$ cat src/rtl/hazard_controller.sv
// Load-use / RAW hazard and branch-flush control for a 5-stage pipeline.
// A 3-deep scoreboard tracks writers in flight because the register file does not bypass.
module hazard_controller #(
  parameter int FLUSH_DEPTH = 2
) (
  input  logic        clk,
  input  logic        resetn,
  input  logic        id_valid,
  input  logic [4:0]  id_rs1,
  input  logic [4:0]  id_rs2,
  input  logic        id_uses_rs1,
  input  logic        id_uses_rs2,
  input  logic [4:0]  id_rd,
  input  logic        id_reg_write,
  input  logic        branch_taken,
  output logic        stall_if_id,
  output logic        bubble_id_ex,
  output logic        flush_if_id,
  output logic [15:0] hazard_count
);

  localparam logic [1:0] FLUSH_LOAD = 2'(FLUSH_DEPTH);

  logic       ex_valid, mw_valid, wb_valid;
  logic [4:0] ex_rd, mw_rd, wb_rd;
  logic [1:0] flush_cnt;

  logic id_effective;
  logic rs1_hit, rs2_hit;
  logic hazard;
  logic ex_load;
  logic branch_accept;

  always_comb begin
    id_effective = id_valid && (flush_cnt == 2'd0);

    rs1_hit = id_uses_rs1 && (id_rs1 != 5'd0) &&
              ((ex_valid && (ex_rd == id_rs1)) ||
               (mw_valid && (mw_rd == id_rs1)) ||
               (wb_valid && (wb_rd == id_rs1)));

    rs2_hit = id_uses_rs2 && (id_rs2 != 5'd0) &&
              ((ex_valid && (ex_rd == id_rs2)) ||
               (mw_valid && (mw_rd == id_rs2)) ||
               (wb_valid && (wb_rd == id_rs2)));

    hazard        = id_effective && (rs1_hit || rs2_hit);
    ex_load       = id_effective && !hazard && id_reg_write && (id_rd != 5'd0);
    branch_accept = id_effective && !hazard && branch_taken;

    stall_if_id  = hazard;
    flush_if_id  = (flush_cnt != 2'd0);
    bubble_id_ex = hazard || flush_if_id;
  end

  // Scoreboard shifts every cycle; a stalled or flushed ID slot enters as invalid.
  always_ff @(posedge clk) begin
    if (!resetn) begin
      ex_valid <= 1'b0;
      mw_valid <= 1'b0;
      wb_valid <= 1'b0;
      ex_rd    <= 5'd0;
      mw_rd    <= 5'd0;
      wb_rd    <= 5'd0;
    end else begin
      wb_valid <= mw_valid;
      wb_rd    <= mw_rd;
      mw_valid <= ex_valid;
      mw_rd    <= ex_rd;
      ex_valid <= ex_load;
      ex_rd    <= ex_load ? id_rd : 5'd0;
    end
  end

  always_ff @(posedge clk) begin
    if (!resetn) begin
      flush_cnt <= 2'd0;
    end else if (branch_accept) begin
      flush_cnt <= FLUSH_LOAD;
    end else if (flush_cnt != 2'd0) begin
      flush_cnt <= flush_cnt - 2'd1;
    end
  end

  always_ff @(posedge clk) begin
    if (!resetn) begin
      hazard_count <= 16'd0;
    end else if (hazard && (hazard_count != 16'hFFFF)) begin
      hazard_count <= hazard_count + 16'd1;
    end
  end

endmodule

$ cat config.mk
export PLATFORM = sky130hd
export DESIGN_NAME = hazard_controller
export DESIGN_NICKNAME = d
export VERILOG_FILES = /design/src/rtl/hazard_controller.sv
export SDC_FILE = /design/constraint.sdc
export NUM_CORES = 1
export LEC_CHECK = 0
export BUFFER_PORTS_ARGS = -buffer_cell sky130_fd_sc_hd__buf_4
export CAP_MARGIN = 20
export CORE_UTILIZATION = 53
export DETAILED_ROUTE_END_ITERATION = 8
export PLACE_DENSITY = 0.78
export SYNTH_ARGS = -nofsm -noshare
export SYNTH_HDL_FRONTEND = slang
export SYNTH_SLANG_ARGS = --single-unit
$ cat constraint.sdc
create_clock -name clk -period 2.3 [get_ports clk]
set_input_delay 0.23 -clock clk [delete_from_list [all_inputs] [get_ports clk]]
set_output_delay 0.23 -clock clk [all_outputs]
set_load 0.005 [all_outputs]
Word level (Yosys, flattened, before mapping)
Cells that the tools add are included.

cells by class
  reductions and logical operators = 32
  eq/ne operators = 7
  add/subtract/negate cells = 2
  bitwise operators = 1
  multiplexer cells = 2

operators by type and width
  cell                                                                number
  5-bit equality test                                                 6
  1-bit logical AND                                                   17
  16-bit by 1-bit adder with 16-bit output, second input constant     1
  16-bit inequality test, second input constant                       1
  5-bit nonzero test                                                  3
  1-bit logical OR                                                    6
  2-bit 2-to-1 mux                                                    2
  2-bit nonzero test                                                  2
  2-bit logical NOT                                                   1
  2-bit AND reduction                                                 1
  2-bit OR reduction                                                  1
  2-bit by 1-bit subtractor with 2-bit output, second input constant  1
  1-bit logical NOT                                                   1
  1-bit NOT                                                           1

word-level totals
  output and inout bits = 19
  input port bits = 22
  register bits = 36
  logic and storage cells = 53

Logic depth before layout (Yosys ltp)
Gate-level depths: netlist (run 1).

  word-level depth = 12
  gate-level depth with buffers = 9
  gate-level depth less buffers = 8

Worst setup path before layout (run 1)
OpenSTA, ideal clock, no wires.

  path kind = flip-flop to flip-flop
  from = register hazard_count[0]
  to = register hazard_count[8]
  buffers on the path = 1
  data arrival time = 1838 ps
  required time = 2227 ps
  setup time = 73 ps
  clock period less this slack = 1911 ps
  slack = 389 ps
  stages on the path, launching flop included = 10
  cells stage by stage = dfxtp_1 > ha_1 > nand3_1 > nor3_2 > a31oi_1 > o31ai_2 > nand2_2 > buf_4 > a21o_1 > a21oi_1

between the ends
  word-level cells in the longest chain between the ends = 2
  elaborated cells on any way between the ends = 3
  classes of those cells = add/sub: 1; eq/ne: 1; reduce/logical: 1

RTL lines
  what                                                                                              line  source
  from (decl)                                                                                       19    output logic [15:0] hazard_count
  from (signal assigned)                                                                            89    hazard_count <= hazard_count + 16'd1;
  parallel branches: the longest is 2 deep, another holds 16-bit by 1-bit adder with 16-bit output  -

Several ways; the timed one is not identified.
A chain may end at the register's enable or synchronous reset.

Final worst setup path (run 1)
  from = register mw_rd[2]
  to = output bubble_id_ex

between the ends
  word-level cells in the longest chain between the ends = 8
  elaborated cells on any way between the ends = 13
  classes of those cells = eq/ne: 2; reduce/logical: 11

RTL lines
  what                                    line    source
  from (decl)                             25      logic [4:0] ex_rd, mw_rd, wb_rd;
  from (signal assigned)                  69      mw_rd <= ex_rd;
  5-bit equality test (on tied branches)  39, 44
  1-bit logical AND (on tied branches)    39, 44
  1-bit logical OR (on tied branches)     38, 43
  1-bit logical OR (on tied branches)     39, 44
  1-bit logical AND (on tied branches)    37, 42
  1-bit logical OR (*)                    47      hazard = id_effective && (rs1_hit || rs2_hit);
  1-bit logical AND (*)                   47
  1-bit logical OR (*)                    53      bubble_id_ex = hazard || flush_if_id;
  to (decl)                               17      output logic bubble_id_ex,

Mark *: on every way between the ends. The rest lies on a longest branch, timed or not.

==> results.toml, run 1 <==
[route]
finalWirelength_um = 4200
drc = 0
dr.pass1.iters = 4
detail_route.vias_per_cell = 5.42
wl_per_cell_um = 14.0
drt.antenna.violating_nets = 0
routed-via-count = 1625
dr.first_iter.drc_count = 115

[critical_path]
reg2reg_slack_ps = 210
end_kind = "output port"
critPathArrivalTime_ps = 1990
critical_path.cell_chain = "xor2_1, nor4_1, and3_2, nor3_4, o22ai_2, or2_2, buf_4"
path_class = "reg2out"
path_max_fanout = 3
start_kind = "flip-flop"
r2r_cells = 8
worst-endpoint-required_ps = 2070
crit_family = "simple AND/OR/NAND/NOR gates"
worstReg2RegEnd = "hazard_count[11]"
path_buf_inv = 1
slowest_delay_ps = 380
worstReg2RegStart = "hazard_count[0]"
crit_slowest_cell = "dfxtp_2"

[floorplanning]
die_h_um = 61.1
core_um2 = 3340
dieArea_um2 = 3730
chipWidth_um = 61.1
boundaryPins = 41
row_count = 21
start_util = 0.554

[sta]
grt_setup_unrepaired = "no"
finalSetupViolations = 0
hold_viol_final = 0
setup_slack_ps = 81.9
fin_hold_ws_ps = 89.7
timing.final.crit_share = 0.964
max_slew_margin = 0.717
fmax_ghz = 0.451
final.setup.tns_ps = 0
period_minus_slack_ps = 2220
skew_ps = 12.3
worst_slew_pin_slew_ps = 422
slew_viol_final = 0

[power_and_ir_drop]
vdd_drop_max_uv = 295
finalPower_mw = 1.09
powerDensity_nw_per_um2 = 471
p_leak_nw = 1.02

[synthesis]
synth_seq_cells = 36
synth_top_cell_area_share = 0.390
synth.top_cells.by_count = "36 x dfxtp_1, 24 x xor2_1, 17 x and2_1"
ys_top_cells_by_area = "dfxtp_1 39%, xor2_1 11%, and2_1 5.8%"
yosysWarnings = 0
synthCells = 206
synth_nets = 229
yosys.cell_count.top_type = "dfxtp_1"
yosysSeqAreaShare = 0.390
synth_area_um2 = 1850
synthArstFlopShare = 0
post_synth_num_cell_types = 41
synth_top_cell_by_area = "dfxtp_1"
syn_avg_cell_area_um2 = 8.98
synth_ff_type = "dfxtp_1"
synth_edf_count = 0

[global_route]
antenna_found_initial = 0
overflow = 0
grtUsageTotal = 0.228
grt_start_max_net_pins = 30
grt_first_pass_wirelength_um = 6200
grt_pass1_vias = 1404

[finish]
fin_area_um2 = 2320
nets = 276
fin_cells = 300
finish.utilization = 0.694
drive_gt1_frac = 0.315
area_growth_pct = 25.2
antenna_cells = 0

[clock_network]
cts_tree = "built"
cts_max_path_buffers = 2
post_cts_buffers = 0
cts-root-buf = "clkbuf_4"
clock_sinks = 36
htree_levels = 2
numCtsBuffers = 5
clock_latency_ps = 340
clkTransAtPathRegs_ps = 110

[placement]
io_buffers = 40
pre_cts_slack_ps = 158
place_area_um2 = 2220
dp_cells = 292
dp_hpwl_um = 3100
gp_congestion = 0.813

[hold_path]
min_from = "id_rd[1]"
holdCritPathClass = "in2reg"
whs_path_depth = 2
hold_end = "ex_rd[1]"

[run_status]
status = "finished clean"

[flow_run]
maxCapViolCount = 0
-- worst reg2reg max path, delay by kind of cell (launching register included) --
family	cells	cell delay, ps
multiplexers	1	130
AO/OA/AOI/OAI	2	430
AND/OR/NAND/NOR	4	840
flip-flops	1	370
adder cells (fa/ha/maj)	1	230
-- flip-flops by register name, indices dropped and copies added (netlist names) --
signal,count
ex_rd,5
ex_valid,1
flush_cnt,2
hazard_count,16
mw_rd,5
mw_valid,1
wb_rd,5
wb_valid,1
-- area by class of cell --
class                   instances  area [um^2]
multi-input cells             161         1120
fillers                       279         1020
flip-flops and latches         36          728
repair buffers                 44          330
well taps                      46         57.6
clock buffers                   5         37.5
clock inverters                 3         18.8
inverters                       5         18.8
-- logic make-up (layout without fill, tap and decap cells) --
| family | Yosys count | in the layout | synth area share |
|---|---|---|---|
| compound gates | 27 | 27 | 0.104 |
| mux | 5 | 5 | 0.0271 |
| xor+xnor | 34 | 34 | 0.161 |
| fa+ha+maj | 1 | 1 | 0.00676 |
| flops | 36 | 36 | 0.390 |
| simple gates | 94 | 94 | 0.291 |
| buf+inv | 9 | 57 | 0.0203 |
-- power by group --
group          internal, mW  switching, mW  leakage [nW]
clock network         0.117          0.222        0.0349
registers             0.631        0.00734         0.294
logic                0.0560         0.0560         0.691
-- worst max path at each step --
| stage | to | cells after the start | slack (ps) | startpoint |
|---|---|---|---|---|
| after floorplan | hazard_count[8] | 9 | 390 | hazard_count[0] |
| after global placement | hazard_count[10] | 8 | 170 | id_rs1[1] |
| after detailed placement | hazard_count[10] | 8 | 160 | id_rs1[1] |
| after CTS | bubble_id_ex | 7 | 10 | mw_rd[2] |
| after global routing | bubble_id_ex | 7 | 10 | mw_rd[2] |
| final | bubble_id_ex | 7 | 80 | mw_rd[2] |
-- cells in the final DEF, fill, tap and decap left out, types with 2 or more instances in the layout --
master and instances:
a221oi_1 2, nor3_4 2, o31ai_2 2, nor3_2 2, clkinv_2 2, nor4_1 6, xor2_1 24, nand2_1 16
dfxtp_1 30, inv_1 4, or2_2 2, nand3_1 9, nor2_1 15, nand2b_1 5, clkbuf_4 5, and3_2 5
dfxtp_2 6, and2_1 17, or4_1 3, mux2i_1 5, a31oi_1 3, a21oi_1 6, and3_1 2, o21ai_0 4
a31o_2 2, nand4_1 3, o211ai_1 2, xnor2_1 10, buf_4 44
-- per-layer routing --
layer	wire length (um)	track usage
met5	0	0
met4	50	0.0779
met3	235	0.0399
met2	1970	0.363
met1	1940	0.313
-- repair_timing --
item / 4_1_cts / 5_1_grt
pin swaps: 1 / 0
endpoints found under the setup margin: 1 / 4
hold buffers: 0 / 0
resized for setup: 2 / 10
(Power assumes the default switching activity.)
==> run 2: changes to the inputs <==
--- a/config.mk
+++ b/config.mk
@@ -10,6 +10,7 @@
 export CORE_UTILIZATION = 53
 export DETAILED_ROUTE_END_ITERATION = 8
 export PLACE_DENSITY = 0.78
+export SETUP_SLACK_MARGIN = 0.3
 export SYNTH_ARGS = -nofsm -noshare
 export SYNTH_HDL_FRONTEND = slang
 export SYNTH_SLANG_ARGS = --single-unit
==> results.toml, run 2 (synthesized netlist as in run 1, its figures left out) <==
[placement]
io_buffers = 40
gp_congestion = 0.813
dp_hpwl_um = 3100
place_area_um2 = 2220
dp_cells = 292

[clock_network]
numCtsBuffers = 5
cts_tree = "built"
htree_levels = 2
cts-root-buf = "clkbuf_4"
clock_latency_ps = 350
clock_sinks = 36
cts_max_path_buffers = 2
clkTransAtPathRegs_ps = 110

[global_route]
overflow = 0
antenna_found_initial = 0
grt_pass1_vias = 1477
grt_first_pass_wirelength_um = 6560
grt_start_max_net_pins = 30
grtUsageTotal = 0.243

[sta]
hold_viol_final = 0
timing.final.crit_share = 0.949
period_minus_slack_ps = 2180
slew_viol_final = 0
final.setup.tns_ps = 0
fin_hold_ws_ps = 89.2
worst_slew_pin_slew_ps = 404
max_slew_margin = 0.728
finalSetupViolations = 0
grt_setup_unrepaired = "yes"
fmax_ghz = 0.458
skew_ps = 12.8

[power_and_ir_drop]
p_sw_uw = 295
powerDensity_nw_per_um2 = 440
p_sw_frac = 0.267
cellInternalPower_uw = 809
p_leak_nw = 1.12
clkPwrFrac = 0.308
p_comb_frac = 0.114
p_seq_frac = 0.578
vdd_drop_max_uv = 345

[floorplanning]
chipWidth_um = 61.1
start_util = 0.554
dieArea_um2 = 3730
die_h_um = 61.1
boundaryPins = 41
core_um2 = 3340
row_count = 21

[critical_path]
slowest_delay_ps = 360
path_max_fanout = 3
start_kind = "flip-flop"
path_buf_inv = 2
end_kind = "output port"
critical_path.cell_chain = "xor2_1, nor4_2, and3_4, nor3_4, o22ai_2, buf_4, buf_6"
critPathArrivalTime_ps = 1950
path_class = "reg2out"
crit_slowest_cell = "dfxtp_2"
crit_family = "simple AND/OR/NAND/NOR gates"
worst-endpoint-required_ps = 2070

[route]
dr.first_iter.drc_count = 132
dr.pass1.iters = 4
drc = 0
wl_per_cell_um = 15.0
detail_route.vias_per_cell = 5.52
routed-via-count = 1710
drt.antenna.violating_nets = 0
finalWirelength_um = 4640

[finish]
nets = 286
largest-register = "hazard_count"
largest_reg_flops = 16
antenna_cells = 0
drive_gt1_frac = 0.405
layout_common_cells = "51 x buf_4, 22 x xor2_1, 20 x dfxtp_1"
fin_area_um2 = 2510
area_growth_pct = 35.5
layout_commonest_cell = "buf_4"
fin_cells = 310

[run_status]
status = "finished clean"

[flow_run]
maxCapViolCount = 0

[hold_path]
holdCritPathClass = "in2reg"
-- run 2: cell types whose count changed in the layout (fill, tap and decap cells not counted), sizes merged --
cell	change
buf	+9
nand2	+1
-- run 2: cell type report --
class | count | area [um^2]
flip-flops and latches | 36 | 743
multi-input cells | 162 | 1220
inverters | 5 | 18.8
well taps | 46 | 57.6
clock buffers | 5 | 37.5
clock inverters | 3 | 18.8
fillers | 248 | 831
repair buffers | 53 | 405
-- run 2: final timing paths --
path,start,end,slack [ps],cells past startpoint
max reg2reg,mw_rd[0],hazard_count[11],180,8
min,id_rd[1],ex_rd[1],90,2
max,mw_rd[0],stall_if_id,120,7
min reg2reg,flush_cnt[0],flush_cnt[0],490,1
-- run 2: power by group through the flow --
| stage | clock network [mW] | registers (mW) | logic (mW) |
|---|---|---|---|
| 2_1_floorplan | 0 | 0.650 | 0.0541 |
| 3_5_place_dp | 0 | 0.652 | 0.110 |
| 3_3_place_gp | 0 | 0.652 | 0.107 |
| 6_report | 0.340 | 0.638 | 0.126 |
| 4_1_cts | 0.341 | 0.638 | 0.113 |
| 5_1_grt | 0.371 | 0.639 | 0.134 |
-- run 2: layer usage --
metal / GRT usage / wire (um) / vias to the layer above
met2: 0.387 / 2220 / 51
met3: 0.0693 / 280 / 8
met4: 0.0779 / 74 / 0
met5: 0 / 0 / -
li1: - / - / 839
met1: 0.319 / 2060 / 812
-- run 2: through the flow --
| stage | utilization | setup slack, ps | total power [mW] |
|---|---|---|---|
| 2_1_floorplan | - | 389 | 0.704 |
| 3_3_place_gp | 0.665 | 166 | 0.759 |
| 3_5_place_dp | 0.665 | 158 | 0.762 |
| 4_1_cts | 0.711 | 207 | 1.09 |
| 5_1_grt | 0.751 | 25.2 | 1.14 |
| 6_report | 0.751 | 118 | 1.10 |
-- run 2: worst reg2reg max path, cell delays in order, from the launching register on --
cell,delay (ps)
dfxtp_2,360
xor2_1,170
nor4_2,330
and3_4,260
buf_4,120
o31ai_4,80
and2_4,180
or4_4,410
mux2i_1,130
-- run 2: repair_timing --
action	CTS	global route
buffers inserted	6	3
gates resized for setup	20	23
cloned	0	1
pin swaps	21	13
hold buffers	0	0
setup endpoints to repair	10	22
==> run 3: changes to the inputs <==
--- a/config.mk
+++ b/config.mk
@@ -10,6 +10,7 @@
 export CORE_UTILIZATION = 53
 export DETAILED_ROUTE_END_ITERATION = 8
 export PLACE_DENSITY = 0.78
+export RECOVER_POWER = 25
 export SETUP_SLACK_MARGIN = 0.3
 export SYNTH_ARGS = -nofsm -noshare
 export SYNTH_HDL_FRONTEND = slang
==> results.toml, run 3 (synthesized netlist as in run 1, its figures left out) <==
[finish]
fin_area_um2 = 2500
multi_input_area_um2 = 1220
num-fill-cells = 252
regArea_um2 = 733
drive_gt1_frac = 0.375
finish.utilization = 0.748
antenna_cells = 0
largest_reg_flops = 16
nets = 286
layout_common_cells = "51 x buf_4, 28 x dfxtp_1, 22 x xor2_1"
largest-register = "hazard_count"
area_growth_pct = 35.0
layout_commonest_cell = "buf_4"

[global_route]
overflow = 0
grt_start_max_net_pins = 30
grtUsageTotal = 0.243
grt_pass1_vias = 1477
grt_first_pass_wirelength_um = 6560
antenna_found_initial = 0

[sta]
timing.final.crit_share = 0.965
max_slew_margin = 0.728
fmax_ghz = 0.451
final.setup.tns_ps = 0
skew_ps = 12.8
finalSetupViolations = 0
hold_viol_final = 0
period_minus_slack_ps = 2220
slew_viol_final = 0
worst_slew_pin_slew_ps = 404
grt_setup_unrepaired = "yes"

[route]
dr.first_iter.drc_count = 132
finalWirelength_um = 4630
wl_per_cell_um = 14.9
dr.pass1.iters = 4
detail_route.vias_per_cell = 5.55
drc = 0
drt.antenna.violating_nets = 0
routed-via-count = 1722

[placement]
gp_congestion = 0.813
place_area_um2 = 2220
dp_hpwl_um = 3100
io_buffers = 40

[hold_path]
whs_path_depth = 2
min_from = "id_rd[1]"
hold_end = "ex_rd[1]"
holdCritPathClass = "in2reg"

[power_and_ir_drop]
p_leak_nw = 1.11
vdd_drop_max_uv = 346
powerDensity_nw_per_um2 = 442

[floorplanning]
core_um2 = 3340
row_count = 21
die_h_um = 61.1
chipWidth_um = 61.1
start_util = 0.554
boundaryPins = 41
dieArea_um2 = 3730

[clock_network]
htree_levels = 2
clock_sinks = 36
postCtsHoldBufs = 0
cts_tree = "built"
cts-root-buf = "clkbuf_4"
clkTransAtPathRegs_ps = 110
clock_latency_ps = 350
cts_max_path_buffers = 2
numCtsBuffers = 5

[critical_path]
worstReg2RegStart = "mw_rd[0]"
path_max_fanout = 3
worstReg2RegEnd = "hazard_count[11]"
crit_family = "simple AND/OR/NAND/NOR gates"
critPathArrivalTime_ps = 1990
crit_slowest_cell = "dfxtp_1"
start_kind = "flip-flop"
critical_path.cell_chain = "xor2_1, nor4_1, and3_1, nor3_4, o22ai_2, or2_4, buf_6"
slowest_delay_ps = 400
end_kind = "output port"
cp.depth = 7
r2r_cells = 8
path_class = "reg2out"
path_buf_inv = 1
worst-endpoint-required_ps = 2070
reg2reg_slack_ps = 160

[flow_run]
maxCapViolCount = 0

[run_status]
status = "finished clean"
## run 3: cell counts in the layout (fill, tap and decap cells not counted)
Identical to the previous run, type by type.
## run 3: worst max path at each step
stage / from / slack (ps) / endpoint
floorplan: hazard_count[0] / 390 / hazard_count[8]
global placement: id_rs1[1] / 170 / hazard_count[10]
detailed placement: id_rs1[1] / 160 / hazard_count[10]
CTS: mw_rd[2] / 210 / bubble_id_ex
global route: ex_rd[0] / 7 / bubble_id_ex
finish: ex_rd[0] / 80 / bubble_id_ex
## run 3: area by class of cell
class	instances	area share
inverters	5	0.00752
multi-input cells	162	0.491
repair buffers	53	0.162
clock inverters	3	0.00752
clock buffers	5	0.0150
flip-flops and latches	36	0.294
well taps	46	0.0231
## run 3: layer usage
| metal | part of all wire | wire length (um) | track usage | vias up |
|---|---|---|---|---|
| li1 | - | - | - | 841 |
| met1 | 0.44 | 2020 | 0.319 | 809 |
| met2 | 0.48 | 2200 | 0.387 | 64 |
| met3 | 0.070 | 323 | 0.0693 | 8 |
| met4 | 0.016 | 74 | 0.0779 | 0 |
| met5 | 0 | 0 | 0 | - |
## run 3: what timing repair did
item | in CTS | in global routing
cloned | 0 | 1
setup buffers | 6 | 3
gates resized for setup | 20 | 23
pin swaps | 21 | 13
endpoints found under the setup margin | 10 | 22
## run 3: stage by stage
stage                     hold slack, ps  cells  setup WS, ps  total power [mW]
after detailed placement             444    292           158             0.762
after floorplan                      352    206           389             0.704
after CTS                           89.6    306           207              1.09
after global placement               440    292           166             0.759
final                               89.5    310          81.0              1.10
after global routing                77.1    310          7.34              1.14
## run 3: power breakdown
| part | internal, mW | switching [mW] | total [mW] | leakage [nW] |
|---|---|---|---|---|
| clock network | 0.117 | 0.223 | 0.341 | 0.0349 |
| registers | 0.630 | 0.00796 | 0.638 | 0.295 |
| logic | 0.0614 | 0.0639 | 0.125 | 0.781 |
| total | 0.809 | 0.295 | 1.10 | 1.11 |
